[src/rtl/rmw_counter_arbiter_if.sv]
// Request/response bundle for rmw_counter_arbiter: two requesters in, one response stream out.
interface rmw_counter_arbiter_if #(
  parameter int AW = 3,
  parameter int DW = 32
);
  logic          req0_valid;
  logic          req0_ready;
  logic [AW-1:0] req0_addr;
  logic [DW-1:0] req0_inc;
  logic          req1_valid;
  logic          req1_ready;
  logic [AW-1:0] req1_addr;
  logic [DW-1:0] req1_inc;
  logic          resp_valid;
  logic          resp_id;
  logic [AW-1:0] resp_addr;
  logic [DW-1:0] resp_data;
  logic          busy_init;

  modport master (
    output req0_valid, req0_addr, req0_inc, req1_valid, req1_addr, req1_inc,
    input  req0_ready, req1_ready, resp_valid, resp_id, resp_addr, resp_data, busy_init
  );

  modport slave (
    input  req0_valid, req0_addr, req0_inc, req1_valid, req1_addr, req1_inc,
    output req0_ready, req1_ready, resp_valid, resp_id, resp_addr, resp_data, busy_init
  );
endinterface

[src/rtl/rmw_counter_arbiter.sv]
// Counter array shared by two requesters through a round-robin, fixed-latency
// read-increment-write pipeline; the array is cleared after every reset.
module rmw_counter_arbiter #(
  parameter int DEPTH = 8,
  parameter int AW    = 3,
  parameter int DW    = 32,
  parameter int SAT   = 0
) (
  input  logic                 clk,
  input  logic                 reset_n,
  rmw_counter_arbiter_if.slave bus
);

  typedef enum logic {ST_INIT, ST_RUN} state_t;

  state_t        state, state_nxt;
  logic [AW-1:0] clr_ptr, clr_ptr_nxt;
  logic          rr_last, rr_last_nxt;
  logic          gnt0, gnt1;

  logic [DW-1:0] mem [DEPTH];

  logic          vld_p0;
  logic          id_p0;
  logic [AW-1:0] addr_p0;
  logic [DW-1:0] inc_p0;
  logic [DW-1:0] sum_p0;

  logic          vld_p1;
  logic          id_p1;
  logic [AW-1:0] addr_p1;
  logic [DW-1:0] data_p1;

  function automatic logic [DW-1:0] add_counter(input logic [DW-1:0] old_val,
                                                input logic [DW-1:0] inc_val);
    logic [DW:0] sum_ext;
    sum_ext = {1'b0, old_val} + {1'b0, inc_val};
    if (SAT != 0 && sum_ext[DW]) return '1;
    return sum_ext[DW-1:0];
  endfunction

  always_ff @(posedge clk or negedge reset_n) begin
    if (!reset_n) begin
      state   <= ST_INIT;
      clr_ptr <= '0;
      rr_last <= 1'b1;
    end else begin
      state   <= state_nxt;
      clr_ptr <= clr_ptr_nxt;
      rr_last <= rr_last_nxt;
    end
  end

  // rr_last names the requester served most recently; on contention the other one wins.
  always_comb begin
    state_nxt   = state;
    clr_ptr_nxt = clr_ptr;
    rr_last_nxt = rr_last;
    gnt0        = 1'b0;
    gnt1        = 1'b0;
    case (state)
      ST_INIT: begin
        clr_ptr_nxt = clr_ptr + 1'b1;
        if (clr_ptr == AW'(DEPTH - 1)) state_nxt = ST_RUN;
      end
      ST_RUN: begin
        gnt0 = bus.req0_valid && (!bus.req1_valid || rr_last);
        gnt1 = bus.req1_valid && (!bus.req0_valid || !rr_last);
        if (gnt0)      rr_last_nxt = 1'b0;
        else if (gnt1) rr_last_nxt = 1'b1;
      end
    endcase
  end

  // Stage p0: granted request captured at the handshake edge.
  always_ff @(posedge clk) begin
    if (gnt0 || gnt1) begin
      id_p0   <= gnt1;
      addr_p0 <= gnt1 ? bus.req1_addr : bus.req0_addr;
      inc_p0  <= gnt1 ? bus.req1_inc  : bus.req0_inc;
    end
  end

  // The previous request's write lands on the same edge this one enters p0,
  // so the async read below always sees it and needs no bypass.
  assign sum_p0 = add_counter(mem[addr_p0], inc_p0);

  always_ff @(posedge clk) begin
    if (state == ST_INIT) mem[clr_ptr] <= '0;
    else if (vld_p0)      mem[addr_p0] <= sum_p0;
  end

  // Stage p1: write-back result presented as the response pulse.
  always_ff @(posedge clk or negedge reset_n) begin
    if (!reset_n) begin
      vld_p0  <= 1'b0;
      vld_p1  <= 1'b0;
      id_p1   <= 1'b0;
      addr_p1 <= '0;
      data_p1 <= '0;
    end else begin
      vld_p0 <= gnt0 || gnt1;
      vld_p1 <= vld_p0;
      if (vld_p0) begin
        id_p1   <= id_p0;
        addr_p1 <= addr_p0;
        data_p1 <= sum_p0;
      end
    end
  end

  assign bus.req0_ready = gnt0;
  assign bus.req1_ready = gnt1;
  assign bus.resp_valid = vld_p1;
  assign bus.resp_id    = id_p1;
  assign bus.resp_addr  = addr_p1;
  assign bus.resp_data  = data_p1;
  assign bus.busy_init  = (state == ST_INIT);

endmodule

[src/flat_wrapper.sv]
// flat-port wrapper written by rule: the top's interface ports become plain ports
module rmw_counter_arbiter_flat 
#(
  parameter int DEPTH = 8,
  parameter int AW    = 3,
  parameter int DW    = 32,
  parameter int SAT   = 0
)
  (clk, reset_n, bus_req0_valid, bus_req0_addr, bus_req0_inc, bus_req1_valid, bus_req1_addr, bus_req1_inc, bus_req0_ready, bus_req1_ready, bus_resp_valid, bus_resp_id, bus_resp_addr, bus_resp_data, bus_busy_init);
  rmw_counter_arbiter_if #(.AW(AW), .DW(DW)) bus_i ();
  input  logic clk;
  input  logic reset_n;
  input wire logic [$bits(bus_i.req0_valid)-1:0] bus_req0_valid;
  input wire logic [$bits(bus_i.req0_addr)-1:0] bus_req0_addr;
  input wire logic [$bits(bus_i.req0_inc)-1:0] bus_req0_inc;
  input wire logic [$bits(bus_i.req1_valid)-1:0] bus_req1_valid;
  input wire logic [$bits(bus_i.req1_addr)-1:0] bus_req1_addr;
  input wire logic [$bits(bus_i.req1_inc)-1:0] bus_req1_inc;
  output wire logic [$bits(bus_i.req0_ready)-1:0] bus_req0_ready;
  output wire logic [$bits(bus_i.req1_ready)-1:0] bus_req1_ready;
  output wire logic [$bits(bus_i.resp_valid)-1:0] bus_resp_valid;
  output wire logic [$bits(bus_i.resp_id)-1:0] bus_resp_id;
  output wire logic [$bits(bus_i.resp_addr)-1:0] bus_resp_addr;
  output wire logic [$bits(bus_i.resp_data)-1:0] bus_resp_data;
  output wire logic [$bits(bus_i.busy_init)-1:0] bus_busy_init;
  assign bus_i.req0_valid = bus_req0_valid;
  assign bus_i.req0_addr = bus_req0_addr;
  assign bus_i.req0_inc = bus_req0_inc;
  assign bus_i.req1_valid = bus_req1_valid;
  assign bus_i.req1_addr = bus_req1_addr;
  assign bus_i.req1_inc = bus_req1_inc;
  assign bus_req0_ready = bus_i.req0_ready;
  assign bus_req1_ready = bus_i.req1_ready;
  assign bus_resp_valid = bus_i.resp_valid;
  assign bus_resp_id = bus_i.resp_id;
  assign bus_resp_addr = bus_i.resp_addr;
  assign bus_resp_data = bus_i.resp_data;
  assign bus_busy_init = bus_i.busy_init;
  rmw_counter_arbiter #(.DEPTH(DEPTH), .AW(AW), .DW(DW), .SAT(SAT)) u_core (.clk(clk), .reset_n(reset_n), .bus(bus_i));
endmodule
[config.mk]
export PLATFORM = sky130hd
export DESIGN_NAME = rmw_counter_arbiter_flat
export DESIGN_NICKNAME = d
export VERILOG_FILES = /design/src/rtl/rmw_counter_arbiter_if.sv /design/src/rtl/rmw_counter_arbiter.sv /design/src/flat_wrapper.sv
export SDC_FILE = /design/constraint.sdc
export NUM_CORES = 1
export LEC_CHECK = 0
export CAP_MARGIN = 10
export CORE_AREA = 2 2 176 178
export DETAILED_ROUTE_END_ITERATION = 10
export DIE_AREA = 0 0 178 180
export PLACE_DENSITY = 0.69
export SLEW_MARGIN = 5
export SYNTH_ARGS = -nofsm -noshare
export SYNTH_HDL_FRONTEND = slang
export SYNTH_SLANG_ARGS = --single-unit
[constraint.sdc]
create_clock -name clk -period 12.4 [get_ports clk]
set_input_delay 1.24 -clock clk [delete_from_list [all_inputs] [get_ports clk]]
set_output_delay 1.24 -clock clk [all_outputs]
set_load 0.1 [all_outputs]
==> results.md, run 1 <==
- Outcome: finished, final reports clean
- Drt drc: 0
- Post-Syn Nets: ~1,100
- Max Cap Viol: 0
- Initial antenna violation count: 0
- Vias in the first global route: approximately 8,700
- Critical path startpoint category: register
- CTS H-Tree Depth: 2
- Type of the worst setup path: register to register
- EDFF count, synth: slightly below 300
- Multiplexer share of the synthesized area: 14.5%
- Logic gate share of total power: 33.2%
- Buffers on Ports: 113
- I/O pin cnt: between 100 and 150
- WL final: between 30,000 and 40,000 um
- Placed Area: ~0.016 sq mm
- Net Sw Frac: around a third
- Final setup violation count: 0
- Adder-cell share of the synthesized area: 2.93%
- Async set-reset flop share out of synthesis: about an eighth
- Commonest cells after routing, fill and taps aside: edfxtp_1 (292), nand2_1 (137), clkdlybuf4s50_1 (112)
- Sink Count: roughly 340
- Clock power frac: around 27%
- Main combinational cell family by area after synthesis: multiplexers
- CTS Hold Buffers Added: 0
- Ys flop type: edfxtp_1
- Post-synthesis cell area: approximately 0.015 sq mm
- Flop pwr share: about two fifths
- Worst-margin pin slew: approximately 1 ns
- Row count: 64
- Compound-Gate Fraction of Synth Area: between 4 and 5%
- Worst-path clk slew: around 0.060 ns
- Cell Int Power: roughly 2.6 mW
- Post-cts repair resize count: 0
- Syn Inst Count: between 900 and 1,000
- Clock skew: between 0.015 and 0.02 ns
- Switching power: 1.44 mW
- Post-synth cell types: 63
- Relative slew slack: between 30% and 40%
- Num CTS Buffers: 35
- First-pass GRT wire length: just under 50,000 um
- Post-synthesis xor/xnor area fraction: 1.83%
- Arrival time worst endpoint: about 5.4 ns
- Core ar.: a little over 0.03 sq mm
- Vias per inst: roughly 5.6
- Diode count: 0
- Synthesis warning total: 0
- Flops & latches, synth: 338
- Required @ worst endpoint: ~13 ns
- P&R area growth vs syn: 18.8%
- Gp weighted congestion: about 0.85
- P per Cell Area: ~230 mW/mm^2
- Initial drt markers: approximately 690
- Grt total ovfl: 0
- Final ANT Viol Nets: 0
- Total power: between 4 and 5 mW
- Die area: about 0.032 sq mm
- Worst-Skew Late Latency: 0.52 ns
- Final Hold Vio Count: 0
- CTS tree: done
- Root buffer cell: clkbuf_16
- Maximum VDD drop: ~160 uV
- Worst-path fanout max: 48
- Peak Freq: just under 200 MHz
- Hold slack: between 0.4 and 0.5 ns
- Gr usage total: between 20% and 30%
- Clk buf depth: 3
- Setup bufs post-CTS: 0
- Cell area after layout: between 0.015 and 0.02 sq mm
- Largest net degree at the start of global routing: 65
- Hold Crit Class: register to register
- DIE HEIGHT: roughly 180 um
- Post-Synth Simple-Gate Area: 6.75%
- Die outline width: 178 um
- RSZ-0062 raised after global routing: false
- Most common cell after layout, fill and taps aside: edfxtp_1
- Via count: roughly 8,400
- Final core utilization: about three fifths
- Initial core utilization: around half
- Setup Total Neg Slack: 0 ns
- Drt first pass iters: 5
- DPL Wire Length: 18,400 um
- Period utilisation layout: between 40% and 50%
- Sequential fraction of the synthesis area: between 60% and 70%
- Nets: around 1,200
- Syn Area/Cell: roughly 16 sq um
- Post-DR wirelength/cell: 21.6 um
- Crit end category: register
- P_leak: roughly 6.5 nW
- Fin. max-slew vios: 0
- Final worst path period need: a little over 5 ns
- Layout cells sized above 1: a little under a fifth
[worst max-delay path: stages, from the launching register on]
cell,delay (ns)
dfxtp_4,0.57
buf_4,0.84
mux4_2,0.60
mux2_2,0.31
fa_1,0.46
a21o_2,0.26
a221oi_2,0.46
or3_1,0.21
a31oi_1,0.12
o31ai_2,0.39
o21ai_1,0.14
xnor2_1,0.17
nor2_1,0.36
[synthesized netlist by cell type (all sizes together), types with 2 or more instances]
cell / count / area share, %
nand3: 6 / 0.20
a211o: 2 / 0.12
o211ai: 2 / 0.14
nor2: 55 / 1.4
nor2b: 4 / 0.17
xnor2: 17 / 1.0
and3: 9 / 0.39
or3: 4 / 0.20
nor3: 3 / 0.10
edfxtp: 292 / 59
o21ai: 20 / 0.73
inv: 34 / 0.86
nor3b: 2 / 0.10
clkbuf: 26 / 0.79
mux2i: 27 / 1.8
dfxtp: 3 / 0.41
mux2: 39 / 3.0
or2: 2 / 0.085
o31ai: 3 / 0.25
buf: 14 / 0.65
ha: 33 / 2.8
mux4: 64 / 9.7
and2: 2 / 0.085
nand4: 8 / 0.34
o21a: 2 / 0.10
a31oi: 10 / 0.42
dfrtp: 42 / 7.1
a21o: 13 / 0.68
nand2: 137 / 3.5
a21oi: 33 / 1.2
a211oi: 3 / 0.19
xor2: 14 / 0.83
o21bai: 4 / 0.20
[worst paths after layout]
path                                        start                                   to  slack (ns)  cells after the start
hold reg to reg            u_core.id_p0$_DFFE_PN_       u_core.bus.resp_id$_DFFE_PN0P_        0.50                      1
setup / recovery                         register          u_core.mem[1][28]$_DFFE_PP_        7.23                     12
min in group asynchronous                 reset_n  u_core.bus.resp_data[7]$_DFFE_PN0P_        0.85                      2
setup reg to reg                         register          u_core.mem[1][28]$_DFFE_PP_        7.23                     12
max in group asynchronous                 reset_n              u_core.vld_p0$_DFF_PN0_       11.05                      2
hold / removal             u_core.id_p0$_DFFE_PN_       u_core.bus.resp_id$_DFFE_PN0P_        0.50                      1
[metrics by stage]
stage	worst slack (ns)	instances
detailed placement	7.23	1430
global placement	7.29	1430
finish	7.23	1493
floorplan	8.31	946
CTS	7.16	1493
global route	6.82	1493
[final cells by class]
type | instances | area, sq um
clock buffers | 48 | 997
clock inverters | 15 | 228
fillers | 2261 | 12600
inverters | 35 | 131
multi-input cells | 533 | 4570
flip-flops and latches | 338 | 9910
well taps | 396 | 495
repair buffers | 128 | 1240
[cell families after synthesis]
kind of cell	count (synthesis)
multiplexers	130
flip-flops	338
XOR/XNOR	31
AND/OR/NAND/NOR	236
AO/OA/AOI/OAI	102
buffers and inverters	75
adder cells (fa/ha/maj)	34
[per-layer routing]
metal / wire length, um / vias up / GRT usage [%]
li1: - / 3853 / -
met1: 13600 / 4221 / 27.8
met2: 16200 / 257 / 35.0
met4: 684 / 0 / 6.10
met3: 1720 / 52 / 3.41
met5: 0 / - / 0
[state kept, by name, indices dropped and copies added, names as in the netlist, named ones only]
signal,cells
u_core.mem,256
u_core.bus.resp_data,32
u_core.inc_p0,32
u_core.addr_p0,3
u_core.bus.resp_addr,3
u_core.clr_ptr,3
u_core.bus.resp_id,1
u_core.bus.resp_valid,1
u_core.id_p0,1
u_core.rr_last,1
u_core.state,1
u_core.vld_p0,1
[power by group through the flow]
| stage | logic [mW] | clock network [mW] | registers (mW) |
|---|---|---|---|
| 2_1_floorplan | 0.613 | 0 | 2.02 |
| 3_3_place_gp | 1.34 | 0 | 1.64 |
| 3_5_place_dp | 1.36 | 0 | 1.64 |
| 4_1_cts | 1.37 | 1.13 | 1.62 |
| 5_1_grt | 1.46 | 1.17 | 1.63 |
| 6_report | 1.36 | 1.11 | 1.62 |
Power figures use the tool's default switching activity.
==> run 2, diff against run 1 <==
clock period = 4.9 ns   (was 12.4 ns; I/O delays follow)
==> run 2 against run 1 <==
  * Die area stayed put
  * Worst hold slack worse by 0.39 ns
  * Routed wire length is 0.40% lower
  * Critical path type unchanged
  * Largest cell class unchanged
==> results.md, run 2 (synthesis gave the netlist of run 1 again) <==
- Fin. max-slew vios: 0 (unchanged)
- Drt drc: 0 (unchanged)
- Critical path startpoint category: register (unchanged)
- Commonest cells after routing, fill and taps aside: edfxtp_1 (292), nand2_1 (137), clkdlybuf4s50_1 (111) (was edfxtp_1 (292), nand2_1 (137), clkdlybuf4s50_1 (112))
- Final ANT Viol Nets: 0 (unchanged)
- Clock skew: 0.0211 ns (was 0.0184 ns)
- WL final: 32,100 um (was 32,300 um)
- Layout cells sized above 1: 19.1% (was 18.4%)
- Dpl ws: 0.670 ns (was 7.23 ns)
- Core ar.: 0.0302 sq mm (unchanged)
- Vias in the first global route: 8,629 (was 8,676)
- Sink Count: 338 (unchanged)
- Worst-path clk slew: 0.06 ns (about the same)
- Required @ worst endpoint: 5.12 ns (was 12.66 ns)
- Initial core utilization: 49.0% (unchanged)
- Initial antenna violation count: 0 (unchanged)
- Row count: 64 (unchanged)
- CTS Hold Buffers Added: 0 (unchanged)
- Root buffer cell: clkbuf_16 (unchanged)
- Buffers on Ports: 113 (unchanged)
- First-pass GRT wire length: 49,800 um (was 49,700 um)
- Setup Total Neg Slack: 0 ns (unchanged)
- Reg with most FFs: u_core.mem (unchanged)
- Worst-Skew Late Latency: 0.51 ns (was 0.52 ns)
- Clk buf depth: 3 (unchanged)
- Gp weighted congestion: 0.826 (was 0.847)
- Multi-input logic area: 0.00457 sq mm (unchanged)
- Outcome: finished, final reports clean (unchanged)
- Relative slew slack: 18.9% (was 33.1%)
- Die outline width: 178 um (unchanged)
- Hold Crit Class: input port to async pin (was register to register)
- DPL Wire Length: 20,300 um (was 18,400 um)
- Slack of the critical path: 0.663 ns (was 7.23 ns)
- Die area: 0.0320 sq mm (unchanged)
- Worst-path fanout max: 19 (was 48)
- RSZ-0062 raised after global routing: false (unchanged)
- Worst-margin pin slew: 1.21 ns (was 1.00 ns)
- Max FFs per register: 256 (unchanged)
- Critical-path cell list: buf_4 > mux4_2 > mux2_2 > ha_1 > a21oi_1 > o21ai_0 > a31oi_1 > a21oi_4 > o21ai_2 > a311oi_1 > or3_1 > and3b_1 (was buf_4 > mux4_2 > mux2_2 > fa_1 > a21o_2 > a221oi_2 > or3_1 > a31oi_1 > o31ai_2 > o21ai_1 > xnor2_1 > nor2_1)
- Initial drt markers: 621 (was 688)
- Post-DR wirelength/cell: 21.4 um (was 21.6 um)
- Peak Freq: 236 MHz (was 193 MHz)
- Final setup violation count: 0 (unchanged)
- Final Hold Vio Count: 0 (unchanged)
- CTS H-Tree Depth: 2 (unchanged)
- Max Cap Viol: 0 (unchanged)
- Gr usage total: 20.7% (was 20.8%)
- Largest net degree at the start of global routing: 45 (was 65)
- Arrival time worst endpoint: 4.46 ns (was 5.43 ns)
- Non-Filler Instances: 1,501 (was 1,493)
- Placed cell count: 1,437 (was 1,430)
- Hold slack: 0.107 ns (was 0.497 ns)
- Register Area: 0.00991 sq mm (unchanged)
- Drt first pass iters: 5 (unchanged)
- I/O pin cnt: 114 (unchanged)
- Nets: 1,187 (was 1,179)
- DIE HEIGHT: 180 um (unchanged)
- Period utilisation layout: 86.5% (was 41.7%)
- Via count: 8,390 (was 8,383)
- Setup bufs post-CTS: 0 (unchanged)
- Placed Area: 0.0164 sq mm (about the same)
- P&R area growth vs syn: 18.6% (was 18.8%)
- Diode count: 0 (unchanged)
- P per Cell Area: 576 mW/mm^2 (was 232 mW/mm^2)
- Layout filler cell count: 2,332 (was 2,261)
- Crit end category: register (unchanged)
- CP peak stage delay: 0.67 ns (was 0.84 ns)
- P_leak: 6.55 nW (was 6.54 nW)
- Maximum VDD drop: 474 uV (was 163 uV)
- Post-cts repair resize count: 0 (unchanged)
- Most common cell after layout, fill and taps aside: edfxtp_1 (unchanged)
- Num CTS Buffers: 36 (was 35)
- Vias per inst: 5.59 (was 5.61)
- CP max stage cell: dfxtp_2 (was buf_4)
- Grt total ovfl: 0 (unchanged)
- CTS tree: done (unchanged)
- Type of the worst setup path: register to register (unchanged)
- Cell area after layout: 0.0176 sq mm (about the same)
- Final worst path period need: 4.24 ns (was 5.17 ns)
## run 2: cell types whose count changed in the layout (fill, tap and decap cells not counted), sizes merged
cell / change
buf: +8
inv: -1
bufinv: -4
clkinv: +8
clkdlybuf4s50: -1
clkbuf: -1
clkinvlp: -1
## run 2: report_power, final
part / internal, mW / leakage (nW) / switching (mW) / total [mW]
registers: 3.94 / 3.26 / 0.164 / 4.10
logic: 1.03 / 2.73 / 2.42 / 3.44
clock network: 1.52 / 0.560 / 1.05 / 2.57
total: 6.48 / 6.55 / 3.63 / 10.1
## run 2: final cells by class
cell class              count  area share [%]
flip-flops and latches    338            56.5
multi-input cells         533            26.1
repair buffers            135            7.55
clock buffers              47            5.60
well taps                 396            2.82
clock inverters            17           0.770
inverters                  35           0.748
## run 2: critical path, delay by kind of cell (launching register included)
| family | cells | cell delay, ns |
|---|---|---|
| adders and majority gates | 1 | 0.40 |
| buffers and inverters | 1 | 0.34 |
| AOI/OAI and AO/OA | 6 | 1.24 |
| and+or+nand+nor | 2 | 0.68 |
| DFF | 1 | 0.67 |
| muxes | 2 | 0.59 |
## run 2: worst paths after layout
kind	to	slack, ns	cells after the start
setup / recovery	u_core.mem[7][27]$_DFFE_PP_	0.66	12
hold / removal	u_core.bus.resp_addr[2]$_DFFE_PN0P_	0.11	2
setup reg to reg	u_core.mem[7][27]$_DFFE_PP_	0.66	12
hold reg to reg	u_core.bus.resp_id$_DFFE_PN0P_	0.48	1
max in group asynchronous	u_core.vld_p0$_DFF_PN0_	4.31	2
min in group clk	u_core.bus.resp_id$_DFFE_PN0P_	0.48	1
## run 2: per-layer routing
metal	GRT usage (%)	up-vias	wire [um]
li1	-	3852	-
met1	28.8	4258	14200
met2	33.7	232	15500
met3	3.60	48	1720
met4	5.67	0	731
met5	0	-	0
## run 2: per-stage QoR
stage          power, mW  util, %
2_1_floorplan       6.67        -
3_3_place_gp        7.56     54.5
3_5_place_dp        7.62     54.5
4_1_cts             10.2     58.2
5_1_grt             10.6     58.2
6_report            10.1     58.2
==> run 3, diff against run 2 <==
DONT_BUFFER_PORTS = 1   (was not set)
PLACE_DENSITY = not set   (was 0.69)
==> run 3 against run 2 <==
  * Cell count is 6.9% lower
  * Utilization is 2.9 points lower
  * Critical path depth is 1 higher
  * Setup slack worse by 0.071 ns
  * Maximum frequency is 1.6% lower
  * Combinational power is 39% lower
  * Largest power group unchanged
==> results.md, run 3 (synthesis gave the netlist of run 1 again) <==
- Cell Int Power: 6.40 mW (was 6.48 mW)
- Drt drc: 0 (unchanged)
- Final Hold Vio Count: 0 (unchanged)
- P_leak: 6.21 nW (was 6.55 nW)
- DIE HEIGHT: 180 um (unchanged)
- Layout cells sized above 1: 22.0% (was 19.1%)
- Min-delay src: bus_req0_valid
- Logic gate share of total power: 21.0% (was 34.0%)
- Critical path startpoint category: register (unchanged)
- Die area: 0.0320 sq mm (unchanged)
- Critical-path cell list: buf_4 > mux4_2 > mux2_2 > ha_1 > a21o_1 > a221oi_2 > buf_4 > or3_1 > a31oi_1 > o31ai_2 > o21ai_1 > xnor2_1 > nor2_1 (was buf_4 > mux4_2 > mux2_2 > ha_1 > a21oi_1 > o21ai_0 > a31oi_1 > a21oi_4 > o21ai_2 > a311oi_1 > or3_1 > and3b_1)
- Max FFs per register: 256 (unchanged)
- Initial core utilization: 49.0% (unchanged)
- Hold path depth: 1
- Reg2Reg Depth: 13 (was 12)
- Max Cap Viol: 0 (unchanged)
- Net Sw Frac: 36.3% (was 35.9%)
- Gr usage total: 20.9% (was 20.7%)
- Clock power frac: 27.9% (was 25.4%)
- Commonest cells after routing, fill and taps aside: edfxtp_1 (292), nand2_1 (137), mux4_2 (64) (was edfxtp_1 (292), nand2_1 (137), clkdlybuf4s50_1 (111))
- Core ar.: 0.0302 sq mm (unchanged)
- Maximum VDD drop: 431 uV (was 474 uV)
- RSZ-0062 raised after global routing: false (unchanged)
- Reg with most FFs: u_core.mem (unchanged)
- Diode count: 0 (unchanged)
- Grt total ovfl: 0 (unchanged)
- Final worst path period need: 4.31 ns (was 4.24 ns)
- WL final: 32,400 um (was 32,100 um)
- Cell area after layout: 0.0167 sq mm (was 0.0176 sq mm)
- CTS tree: done (unchanged)
- Worst-margin pin slew: 1.19 ns (was 1.21 ns)
- Required @ worst endpoint: 5.17 ns (was 5.12 ns)
- Peak Freq: 232 MHz (was 236 MHz)
- Final core utilization: 55.3% (was 58.2%)
- Flop pwr share: 51.2% (was 40.5%)
- I/O pin cnt: 114 (unchanged)
- Relative slew slack: 20.8% (was 18.9%)
- P&R area growth vs syn: 12.7% (was 18.6%)
- DPL Wire Length: 20,400 um (was 20,300 um)
- Hold worst-path end: u_core.rr_last$_DFFE_PN1P_
- Switching power: 3.65 mW (was 3.63 mW)
- R2R setup slack: 0.59 ns (was 0.66 ns)
- Hold Crit Class: input port to register (was input port to async pin)
- Nets: 1,081 (was 1,187)
- Root buffer cell: clkbuf_16 (unchanged)
- Outcome: finished, final reports clean (unchanged)
- Post-DR wirelength/cell: 23.2 um (was 21.4 um)
- Worst-path fanout max: 16 (was 19)
- Initial antenna violation count: 0 (unchanged)
- Layout filler cell count: 2,357 (was 2,332)
- Row count: 64 (unchanged)
- Worst-path clk slew: 0.06 ns (about the same)
- Placed Area: 0.0154 sq mm (was 0.0164 sq mm)
- Multi-input logic area: 0.00462 sq mm (was 0.00457 sq mm)
- Total power: 10.0 mW (was 10.1 mW)
- Die outline width: 178 um (unchanged)
- First-pass GRT wire length: 49,500 um (was 49,800 um)
- Fin. max-slew vios: 0 (unchanged)
- Buffers on Ports: 0 (was 113)
- Type of the worst setup path: register to register (unchanged)
- Sink Count: 338 (unchanged)
- Largest net degree at the start of global routing: 45 (unchanged)
- Num CTS Buffers: 36 (unchanged)
- Register Area: 0.00991 sq mm (unchanged)
- Most common cell after layout, fill and taps aside: edfxtp_1 (unchanged)
- CP max stage cell: dfxtp_4 (was dfxtp_2)
- CP peak stage delay: 0.57 ns (was 0.67 ns)
- Final ANT Viol Nets: 0 (unchanged)
- Period utilisation layout: 87.9% (was 86.5%)
- Clk buf depth: 3 (unchanged)
- Non-Filler Instances: 1,397 (was 1,501)
- Placed cell count: 1,329 (was 1,437)
- Hold slack: 0.0392 ns (was 0.107 ns)
- Crit end category: register (unchanged)
- Dpl ws: 0.592 ns (was 0.670 ns)
- Vias per inst: 5.73 (was 5.59)
- Via count: 7,998 (was 8,390)
- Clock skew: 0.0177 ns (was 0.0211 ns)
- Gp weighted congestion: 0.849 (was 0.826)
- Setup Total Neg Slack: 0 ns (unchanged)
- Drt first pass iters: 5 (unchanged)
- Initial drt markers: 648 (was 621)
- RR Endpoint: u_core.mem[1][28]$_DFFE_PP_ (was u_core.mem[7][27]$_DFFE_PP_)
- Slack of the critical path: 0.592 ns (was 0.663 ns)
- Most frequent CP cell: buf_4
- P per Cell Area: 602 mW/mm^2 (was 576 mW/mm^2)
- Worst-Skew Late Latency: 0.52 ns (was 0.51 ns)
- CTS H-Tree Depth: 2 (unchanged)
- Final setup violation count: 0 (unchanged)
- Arrival time worst endpoint: 4.57 ns (was 4.46 ns)
- Vias in the first global route: 8,181 (was 8,629)
-- run 3: cell types whose count changed in the layout (fill, tap and decap cells not counted), sizes merged --
cell           before  now
buf                24   28
bufinv              2    6
clkbuf             47   43
clkdlybuf4s50     111    0
clkinv             16   13
clkinvlp            0    1
dlygate4sd3         0    1
inv                34   38
-- run 3: worst max-delay path by stage --
stage,startpoint,endpoint,slack [ns],cells after the start
after floorplan,register,u_core.mem[0][28]$_DFFE_PP_,0.81,14
after global placement,register,u_core.mem[2][27]$_DFFE_PP_,0.69,12
after detailed placement,register,u_core.mem[1][28]$_DFFE_PP_,0.59,13
after CTS,register,u_core.mem[1][28]$_DFFE_PP_,0.55,13
after global routing,register,u_core.mem[1][28]$_DFFE_PP_,0.30,13
final,register,u_core.mem[1][28]$_DFFE_PP_,0.59,13
-- run 3: critical path, delay by kind of cell, from the launching register on --
kind | cells | cell delay, ns
AOI/OAI and AO/OA | 5 | 1.22
xor gates and xnor gates | 1 | 0.15
adders and majority gates | 1 | 0.33
buffers and inverters | 2 | 0.49
DFF | 1 | 0.57
muxes | 2 | 0.79
and+or+nand+nor | 2 | 0.48
-- run 3: power by group through the flow --
| stage | Combinational [mW] | Clock (mW) | Sequential [mW] |
|---|---|---|---|
| CTS | 2.13 | 2.85 | 5.15 |
| detailed placement | 2.11 | 0 | 5.21 |
| floorplan | 1.55 | 0 | 5.12 |
| global route | 2.35 | 2.98 | 5.18 |
| global placement | 2.08 | 0 | 5.20 |
| finish | 2.11 | 2.80 | 5.14 |
-- run 3: layout make-up --
type	count	area share, %
Clock buffer	43	5.68
Inverter	35	0.787
Tap cell	396	2.97
Timing Repair Buffer	29	1.81
Clock inverter	23	1.66
Multi-Input combinational cell	533	27.7
Sequential cell	338	59.4
-- run 3: timing repair --
| item | 4_1_cts | 5_1_grt |
|---|---|---|
| setup buffers | 0 | 0 |
| hold buffers | 2 | 0 |
| endpoints found under the hold margin | 43 | 0 |
| gates resized for setup | 0 | 0 |
-- run 3: per-layer routing --
layer | up-vias | track usage, % | part of all wire [%]
li1 | 3638 | - | -
met1 | 4087 | 29.5 | 44
met2 | 231 | 34.3 | 49
met3 | 42 | 2.98 | 4.6
met4 | 0 | 5.28 | 2.0
met5 | - | 0 | 0
